`config.mk`:
```
export PLATFORM = sky130hd
export DESIGN_NAME = nibble_serial_adder_flat
export DESIGN_NICKNAME = d
export VERILOG_FILES = /design/src/rtl/nibble_serial_adder_pkg.sv /design/src/rtl/nibble_serial_adder_if.sv /design/src/rtl/nibble_serial_adder_rca4_slice.sv /design/src/rtl/nibble_serial_adder.sv /design/src/flat_wrapper.sv
export SDC_FILE = /design/constraint.sdc
export NUM_CORES = 1
export LEC_CHECK = 0
export ABC_AREA = 1
export BUFFER_PORTS_ARGS = -buffer_cell sky130_fd_sc_hd__buf_2
export CAP_MARGIN = 20
export CORE_ASPECT_RATIO = 0.6
export CORE_MARGIN = 1
export CORE_UTILIZATION = 35
export DETAILED_ROUTE_END_ITERATION = 10
export PLACE_DENSITY = 0.58
export RECOVER_POWER = 100
export SLEW_MARGIN = 20
export SYNTH_ARGS = -nofsm -noshare
export SYNTH_HDL_FRONTEND = slang
export SYNTH_SLANG_ARGS = --single-unit
```
`constraint.sdc`:
```
create_clock -name CLK -period 4.31 [get_ports CLK]
set_input_delay 0.6465 -clock CLK [delete_from_list [all_inputs] [get_ports CLK]]
set_output_delay 0.6465 -clock CLK [all_outputs]
set_load 0.005 [all_outputs]
```
`src/rtl/nibble_serial_adder_pkg.sv`:
```
// Shared definitions for the nibble-serial adder: slice width, FSM encoding
// and the index-counter sizing helper.
package nibble_serial_adder_pkg;

    localparam int NIBBLE_W = 4;

    // 2'd3 is unused; the FSM treats it exactly like IDLE.
    typedef enum logic [1:0] {
        IDLE = 2'd0,
        RUN  = 2'd1,
        DONE = 2'd2
    } state_t;

    // Width of a counter that indexes n steps, never narrower than one bit.
    function automatic int idx_width(input int n);
        return (n > 1) ? $clog2(n) : 1;
    endfunction

endpackage

```
`src/rtl/nibble_serial_adder_if.sv`:
```
// Operand/result handshake bundle. The master drives operands and accepts
// results; the slave is the adder itself.
interface nibble_serial_adder_if #(
    parameter int WIDTH = 16
);
    import nibble_serial_adder_pkg::*;

    logic             IN_VALID;
    logic             IN_READY;
    logic [WIDTH-1:0] A;
    logic [WIDTH-1:0] B;
    logic             CIN;
    logic             OUT_VALID;
    logic             OUT_READY;
    logic [WIDTH-1:0] SUM;
    logic             COUT;
    logic             OVF;

    modport master (
        output IN_VALID, A, B, CIN, OUT_READY,
        input  IN_READY, OUT_VALID, SUM, COUT, OVF
    );

    modport slave (
        input  IN_VALID, A, B, CIN, OUT_READY,
        output IN_READY, OUT_VALID, SUM, COUT, OVF
    );

endinterface

```
`src/rtl/nibble_serial_adder_rca4_slice.sv`:
```
// Purely combinational 4-bit ripple-carry adder slice; drop-in compatible
// with the existing 4-bit adder.
module rca4_slice (
    input  logic [3:0] A,
    input  logic [3:0] B,
    input  logic       CIN,
    output logic [3:0] SUM,
    output logic       COUT
);

    logic [4:0] c;

    // Ripple the carry bit by bit from the LSB.
    always_comb begin
        // NOTE: every output of an always_comb is assigned on every path
        // (here unconditionally) so no latch is inferred; blocking '=' lets
        // each stage see the carry computed by the stage below it.
        c[0] = CIN;
        SUM  = '0;
        for (int i = 0; i < 4; i++) begin
            SUM[i]   = A[i] ^ B[i] ^ c[i];
            c[i + 1] = (A[i] & B[i]) | (c[i] & (A[i] ^ B[i]));
        end
        COUT = c[4];
    end

endmodule

```
`src/rtl/nibble_serial_adder.sv`:
```
// Multi-cycle WIDTH-bit adder: one nibble per clock through a single 4-bit
// ripple-carry slice, LSB nibble first, with valid/ready on both sides.
module nibble_serial_adder
    import nibble_serial_adder_pkg::*;
#(
    parameter int WIDTH = 16
) (
    input logic                 CLK,
    input logic                 RST,
    nibble_serial_adder_if.slave bus
);

    localparam int N     = WIDTH / NIBBLE_W;
    localparam int IDX_W = idx_width(N);

    if ((WIDTH % NIBBLE_W) != 0 || WIDTH < NIBBLE_W) begin : g_width_check
        $error("nibble_serial_adder: WIDTH must be a multiple of 4 and >= 4");
    end

    state_t             state;
    logic [WIDTH-1:0]   op_a;
    logic [WIDTH-1:0]   op_b;
    logic [WIDTH-1:0]   partial;
    logic [WIDTH-1:0]   next_partial;
    logic               carry;
    logic [IDX_W-1:0]   idx;
    logic               a_msb;
    logic               b_msb;
    logic [WIDTH-1:0]   sum_q;
    logic               cout_q;
    logic               ovf_q;
    logic [NIBBLE_W-1:0] slice_sum;
    logic               slice_cout;

    rca4_slice u_slice (
        .A    (op_a[NIBBLE_W-1:0]),
        .B    (op_b[NIBBLE_W-1:0]),
        .CIN  (carry),
        .SUM  (slice_sum),
        .COUT (slice_cout)
    );

    // The new nibble enters at the top so that after N steps the first
    // (LSB) nibble has been pushed down to bit 0.
    assign next_partial = (partial >> NIBBLE_W)
                        | (WIDTH'(slice_sum) << (WIDTH - NIBBLE_W));

    // Handshake flags decode directly from the registered state.
    assign bus.IN_READY  = (state != RUN) && (state != DONE);
    assign bus.OUT_VALID = (state == DONE);
    assign bus.SUM       = sum_q;
    assign bus.COUT      = cout_q;
    assign bus.OVF       = ovf_q;

    // Single FSM: operand capture, nibble stepping and result load.
    always_ff @(posedge CLK) begin
        // NOTE: sequential state uses non-blocking '<=' so every register
        // samples pre-edge values and ordering inside the block is irrelevant.
        if (RST) begin
            // Datapath registers are cleared too so an aborted operation
            // leaves nothing behind and the outputs read back as zero.
            state   <= IDLE;
            op_a    <= '0;
            op_b    <= '0;
            partial <= '0;
            carry   <= 1'b0;
            idx     <= '0;
            a_msb   <= 1'b0;
            b_msb   <= 1'b0;
            sum_q   <= '0;
            cout_q  <= 1'b0;
            ovf_q   <= 1'b0;
        end else begin
            case (state)
                RUN: begin
                    op_a    <= op_a >> NIBBLE_W;
                    op_b    <= op_b >> NIBBLE_W;
                    partial <= next_partial;
                    carry   <= slice_cout;
                    idx     <= idx + IDX_W'(1);
                    if (idx == IDX_W'(N - 1)) begin
                        // Result registers only change here, so they stay
                        // stable through RUN and DONE.
                        state  <= DONE;
                        sum_q  <= next_partial;
                        cout_q <= slice_cout;
                        ovf_q  <= (a_msb == b_msb) && (next_partial[WIDTH-1] != a_msb);
                    end
                end
                DONE: begin
                    if (bus.OUT_READY) begin
                        state <= IDLE;
                    end
                end
                default: begin
                    // IDLE, and the unused encoding behaves the same way.
                    state <= IDLE;
                    if (bus.IN_VALID) begin
                        op_a    <= bus.A;
                        op_b    <= bus.B;
                        carry   <= bus.CIN;
                        idx     <= '0;
                        partial <= '0;
                        a_msb   <= bus.A[WIDTH-1];
                        b_msb   <= bus.B[WIDTH-1];
                        state   <= RUN;
                    end
                end
            endcase
        end
    end

endmodule

```
`src/flat_wrapper.sv`:
```
// flat-port wrapper written by rule: the top's interface ports become plain ports
module nibble_serial_adder_flat import nibble_serial_adder_pkg::*;
#(
    parameter int WIDTH = 16
)
  (CLK, RST, bus_IN_VALID, bus_A, bus_B, bus_CIN, bus_OUT_READY, bus_IN_READY, bus_OUT_VALID, bus_SUM, bus_COUT, bus_OVF);
  nibble_serial_adder_if #(.WIDTH(WIDTH)) bus_i ();
  input logic CLK;
  input logic RST;
  input wire logic [$bits(bus_i.IN_VALID)-1:0] bus_IN_VALID;
  input wire logic [$bits(bus_i.A)-1:0] bus_A;
  input wire logic [$bits(bus_i.B)-1:0] bus_B;
  input wire logic [$bits(bus_i.CIN)-1:0] bus_CIN;
  input wire logic [$bits(bus_i.OUT_READY)-1:0] bus_OUT_READY;
  output wire logic [$bits(bus_i.IN_READY)-1:0] bus_IN_READY;
  output wire logic [$bits(bus_i.OUT_VALID)-1:0] bus_OUT_VALID;
  output wire logic [$bits(bus_i.SUM)-1:0] bus_SUM;
  output wire logic [$bits(bus_i.COUT)-1:0] bus_COUT;
  output wire logic [$bits(bus_i.OVF)-1:0] bus_OVF;
  assign bus_i.IN_VALID = bus_IN_VALID;
  assign bus_i.A = bus_A;
  assign bus_i.B = bus_B;
  assign bus_i.CIN = bus_CIN;
  assign bus_i.OUT_READY = bus_OUT_READY;
  assign bus_IN_READY = bus_i.IN_READY;
  assign bus_OUT_VALID = bus_i.OUT_VALID;
  assign bus_SUM = bus_i.SUM;
  assign bus_COUT = bus_i.COUT;
  assign bus_OVF = bus_i.OVF;
  nibble_serial_adder #(.WIDTH(WIDTH)) u_core (.CLK(CLK), .RST(RST), .bus(bus_i));
endmodule
```
# ---- Yosys cells after proc, flatten, opt, wreduce, memory -nomap -nowiden
# Cells that the tools add are included.
dict set report word_totals {
  reg_bits 73
  input_bits 37
  output_inout_bits 20
  wordCells 66
}
dict set report op_classes {
  add_sub_neg 1
  n_eq_ne 9
  mux 14
  n_bitwise 23
  reduce_logical 8
}
# operator n
set ops {}
lappend ops {{$pmux 16 s2} 3}
lappend ops {{$mux 16} 3}
lappend ops {{$or 12x16->16} 1}
lappend ops {{$and 1x1->1} 8}
lappend ops {{$pmux 2 s2} 2}
lappend ops {{$reduce_and 2->1} 4}
lappend ops {{$xor 1x1->1} 8}
lappend ops {{$mux 2} 3}
lappend ops {{$eq 2x2->1 const B} 2}
lappend ops {{$ne 2x1->1 const B} 2}
lappend ops {{$ne 2x2->1 const B} 2}
lappend ops {{$or 1x1->1} 4}
lappend ops {{$add 2x1->2 const B} 1}
lappend ops {{$eq 2x1->1 const B} 1}
lappend ops {{$logic_and 1x1->1} 2}
lappend ops {{$mux 1} 2}
lappend ops {{$not 1->1} 2}
lappend ops {{$pmux 1 s2} 1}
lappend ops {{$reduce_bool 2->1} 1}
lappend ops {{$reduce_or 2->1} 1}
lappend ops {{$eq 1x1->1} 1}
lappend ops {{$ne 1x1->1} 1}

# ---- Logic depth before layout (Yosys ltp)
dict set report logic_depth {
  word_depth 11
  depth_mapped 11
  depth_no_buf 11
}

# ---- Cells and area by module
# From an unflattened synthesis, not the netlist that was laid out.
dict set report hier_totals {
  hier_cells 517
  area_unflattened_um2 3311.9
}
# mod n_inst cells_per_inst area_per_inst_um2 seq_area_each_um2
set modules_own_cells {}
lappend modules_own_cells {nibble_serial_adder 1 503 3194.3 1381.3}
lappend modules_own_cells {rca4_slice 1 14 117.6 0.0}

# ---- Worst setup path after synthesis
# No wires, ideal clock.
dict set report synth_timing {
  path_kind {reg2reg}
  start {reg u_core.carry}
  end {reg u_core.ovf_q, in the netlist u_core.bus.OVF}
  setup_ns 0.109
  t_arrival_ns 2.253
  required_ns 4.201
  slack_ns 1.948
  stages_incl_launch_ff 11
  n_path_buf 0
  period_less_slack_ns 2.362
  path_cell_list {dfxtp_1 > inv_1 > fa_1 > fa_1 > fa_1 > inv_1 > fa_1 > nand3_1 > nand3_1 > nand2_1 > inv_1}
}
dict set report synth_via {
  elab_chain_len 10
}
# item line
set synth_lines {}
lappend synth_lines {{start: declaration} nibble_serial_adder.sv:25} ;# logic carry;
lappend synth_lines {{start signal: assignment} nibble_serial_adder.sv:79} ;# carry <= slice_cout;
lappend synth_lines {{start signal: assignment} nibble_serial_adder.sv:101} ;# carry <= bus.CIN;
lappend synth_lines {{$and 1x1->1} nibble_serial_adder_rca4_slice.sv:22} ;# c[i + 1] = (A[i] & B[i]) | (c[i] & (A[i] ^ B[i]));
lappend synth_lines {{$or 1x1->1} nibble_serial_adder_rca4_slice.sv:22}
lappend synth_lines {{$and 1x1->1} nibble_serial_adder_rca4_slice.sv:22}
lappend synth_lines {{$or 1x1->1} nibble_serial_adder_rca4_slice.sv:22}
lappend synth_lines {{$and 1x1->1} nibble_serial_adder_rca4_slice.sv:22}
lappend synth_lines {{$or 1x1->1} nibble_serial_adder_rca4_slice.sv:22}
lappend synth_lines {{$xor 1x1->1} nibble_serial_adder_rca4_slice.sv:21} ;# SUM[i] = A[i] ^ B[i] ^ c[i];
lappend synth_lines {{$or 12x16->16} nibble_serial_adder.sv:46} ;# | (WIDTH'(slice_sum) << (WIDTH - NIBBLE_W));
lappend synth_lines {{named net u_core.next_partial[15]} nibble_serial_adder.sv:24} ;# logic [WIDTH-1:0] next_partial;
lappend synth_lines {{$ne 1x1->1} nibble_serial_adder.sv:87} ;# ovf_q <= (a_msb == b_msb) && (next_partial[WIDTH-1] != a_msb);
lappend synth_lines {{$logic_and 1x1->1} nibble_serial_adder.sv:87}
lappend synth_lines {{end signal: assignment} nibble_serial_adder.sv:87}
lappend synth_lines {{end: declaration} nibble_serial_adder.sv:31} ;# logic ovf_q;
# The timed path passes the listed nets, and every way through them passes these cells.
# A chain may end at the register's enable or synchronous reset.

# ---- Worst setup path after layout
dict set report layout_timing {
  start {reg u_core.state[1]}
  end {reg u_core.op_a[13]}
}
dict set report layout_via {
  elab_chain_len 3
  word_cells_on_any_way 6
  classes_between {eq/ne (2); mux (1); bitwise (1); reduce/logical (2)}
}
# item line
set layout_lines {}
lappend layout_lines {{start: declaration} nibble_serial_adder.sv:20} ;# state_t state;
lappend layout_lines {{start signal: assignment} nibble_serial_adder.sv:62} ;# state <= IDLE;
lappend layout_lines {{start signal: assignment} nibble_serial_adder.sv:84} ;# state <= DONE;
lappend layout_lines {{start signal: assignment} nibble_serial_adder.sv:92} ;# state <= IDLE;
lappend layout_lines {{$eq 2x1->1 / $eq 2x2->1 (equally long branches)} nibble_serial_adder.sv:74} ;# case (state)
lappend layout_lines {{$reduce_bool 2->1 (no line) / $not 1->1 (equally long branches)} -}
lappend layout_lines {{$reduce_and 2->1 (no line)} -}
lappend layout_lines {{end signal: assignment} nibble_serial_adder.sv:76} ;# op_a <= op_a >> NIBBLE_W;
lappend layout_lines {{end signal: assignment} nibble_serial_adder.sv:99} ;# op_a <= bus.A;
lappend layout_lines {{end: declaration} nibble_serial_adder.sv:21} ;# logic [WIDTH-1:0] op_a;
# Parallel ways exist; a longest one is shown, timed or not.

==> impl_metrics.env <==
export IMPL_outcome="finished clean"
export IMPL_area_growth_syn_to_layout_pct=21.55
export IMPL_hp_class="flop to flop"
export IMPL_arrival_ns=3.33
export IMPL_total_power_mw=1.762
export IMPL_vias=2691
export IMPL_cp_cell_sequence="inv_1 -> ha_1 -> clkbuf_1 -> inv_2 -> nor2_4 -> nor2_1 -> o21ai_0 -> nor2_1"
export IMPL_drtPass1Iterations=4
export IMPL_cap_violations=0
export IMPL_syn_cell_area_um2=3043
export IMPL_finalSetupTns_ns=0
export IMPL_ys_async_sr_fraction=0
export IMPL_dpl_hpwl_mm=4.898
export IMPL_cts_sinks=69
export IMPL_criticalPathCategory="flop to flop"
export IMPL_setup_viol=0
export IMPL_syn_instance_count=459
export IMPL_cp_end_kind="flop"
export IMPL_rows=25
export IMPL_critical_path_required_ns=4.53
export IMPL_drc_errors=0
export IMPL_antennaDiodeCount=0
export IMPL_first_iter_violations=128
export IMPL_grt_usage=0.1742
export IMPL_postCtsSetupBuffers=0
export IMPL_cp_slowest_cell="clkbuf_1"
export IMPL_clk_latency_ns=0.34
export IMPL_fin_nets=552
export IMPL_drt_total_wl_mm=7.223
export IMPL_yosys_warnings=0
export IMPL_cts_root_buf="clkbuf_16"
export IMPL_start_util=0.3742
export IMPL_fmax_ghz=0.3218
export IMPL_cts_path_max_buffers=2
export IMPL_rsz0062_at_grt="no"
export IMPL_place_congestion=0.7356
export IMPL_die_area_um2=9083
export IMPL_synth_seq_cells=69
export IMPL_cts_tree="built"
export IMPL_die_h_um=74.23
export IMPL_grt_max_degree=53
export IMPL_slew_viol_final=0
export IMPL_start_kind="flop"
export IMPL_synth_edf_count=0
export IMPL_dpl_cell_count=605
export IMPL_syn_num_nets=503
export IMPL_gr_total_overflow=0
export IMPL_wl_per_cell_um=11.63
export IMPL_synth_main_ff_cell="dfxtp_1"
export IMPL_drive_above_1_share=0.1248
export IMPL_max_slew_margin=0.09821
export IMPL_finalCoreUtilization=0.4548
export IMPL_min_period_over_period=0.7211
export IMPL_yosysUniqueCellTypes=17
export IMPL_antenna_found_initial=0
export IMPL_fin_crit_ns=3.108
export IMPL_cts_buffers=9
export IMPL_instances_no_fill=621
export IMPL_critPathMaxFanout=29
export IMPL_ctsResizeCount=0
export IMPL_clkTransAtPathRegs_ns=0.06
export IMPL_p_per_area_nw_per_um2=476.4
export IMPL_grt_pass1_vias=2443
export IMPL_avgSynthCellArea_um2=6.629
export IMPL_die_x_um=122.4
export IMPL_power_leakage_nw=1.774
export IMPL_pin_count=57
export IMPL_portBuffers=56
export IMPL_clock_skew_ns=0.007286
export IMPL_via_per_inst=4.333
export IMPL_critical_path_most_common_cell="nor2_1"
export IMPL_core_area_um2=8133
export IMPL_htreeDepth=3
export IMPL_worstMarginPinSlew_ns=1.353
export IMPL_cts_hold_buf=0
export IMPL_max_stage_delay_ns=0.98
export IMPL_grt_pass1_wl_mm=11.85
export IMPL_synth_yosys_seq_area_share=0.4539
export IMPL_ant_nets=0
export IMPL_vdd_drop_max_uv=278.2
export IMPL_hold_viol_final=0
[worst max-delay path: cells and delay by family (launching register included)]
family	cells	cell delay, ns
adders and majority gates	1	0.12
buffers and inverters	3	1.57
and+or+nand+nor	3	0.74
AOI/OAI and AO/OA	1	0.21
DFF	1	0.33
[per-layer routing]
| layer | vias up | GRT usage | part of all wire | wire, um |
|---|---|---|---|---|
| met4 | 0 | 0.06775 | 0.0076 | 55 |
| met5 | - | 0 | 0 | 0 |
| met2 | 57 | 0.2416 | 0.39 | 2814 |
| li1 | 1475 | - | - | - |
| met3 | 9 | 0.05905 | 0.058 | 419 |
| met1 | 1150 | 0.2469 | 0.54 | 3935 |
[kinds of logic (layout without fill, tap and decap cells)]
logic type               after synthesis  after routing  synth area share
flip-flops                            69             69            0.4539
adder cells (fa/ha/maj)                7              7           0.03865
AO/OA/AOI/OAI                         46             46           0.07566
AND/OR/NAND/NOR                      272            272            0.3405
buffers and inverters                 65            119           0.09128
[sequential cells by signal, indices dropped and copies added (netlist names)]
name / flops
u_core.idx: 2
u_core.op_b: 16
u_core.op_a: 16
u_core.carry: 1
u_core.a_msb: 1
u_core.bus.SUM: 16
u_core.state: 2
u_core.partial: 12
u_core.bus.COUT: 1
u_core.bus.OVF: 1
u_core.b_msb: 1
[placed cells by master (no fill, tap or decap), drive strengths merged]
master and n:
bufinv 3, inv 43, clkinv 1, nand3 4
dfxtp 69, ha 3, buf 47, clkbuf 25
o21ai 25, nor2 99, a21oi 21, nand2 169
fa 4
[stage by stage]
step	hold slack [ns]	worst slack [ns]	instance area, um2
2_1_floorplan	0.4360	1.948	3043
3_3_place_gp	0.4516	1.816	3383
3_5_place_dp	0.4527	1.770	3383
4_1_cts	0.4615	1.748	3725
5_1_grt	0.4755	0.8477	3699
6_report	0.4593	1.202	3699
[worst paths after layout]
path                startpoint           endpoint  slack [ns]  cells past startpoint
max reg2reg    u_core.state[1]    u_core.op_a[13]        1.20                      8
min reg2reg  u_core.partial[7]  u_core.partial[7]        0.46                      2
max            u_core.state[1]    u_core.op_a[13]        1.20                      8
min          u_core.partial[7]  u_core.partial[7]        0.46                      2
[synth_stat cells, types with 2 or more instances]
master / instances / area share
a21oi_1: 21 / 0.035
buf_1: 2 / 0.0025
buf_2: 9 / 0.015
buf_4: 6 / 0.015
clkbuf_1: 5 / 0.0062
dfxtp_1: 69 / 0.45
fa_1: 4 / 0.026
ha_1: 3 / 0.012
inv_1: 42 / 0.052
nand2_1: 169 / 0.21
nand3_1: 4 / 0.0066
nor2_1: 97 / 0.12
o21ai_0: 24 / 0.039
[area by class of cell]
type                       instances  area, um2
sequential                        69       1381
tap                              108      135.1
clock inverter                     4      95.09
fill                             895       4434
inverter                          43      161.4
clock buffer                      12      246.5
timing repair buffer              60      286.5
multi-input combinational        325       1393
[power by group]
group / internal [mW] / total [mW] / switching, mW
registers: 0.679 / 0.700 / 0.0206
clock network: 0.580 / 0.845 / 0.265
logic: 0.0747 / 0.217 / 0.142
total: 1.33 / 1.76 / 0.428
No activity file was read; power rests on OpenSTA's default activity.
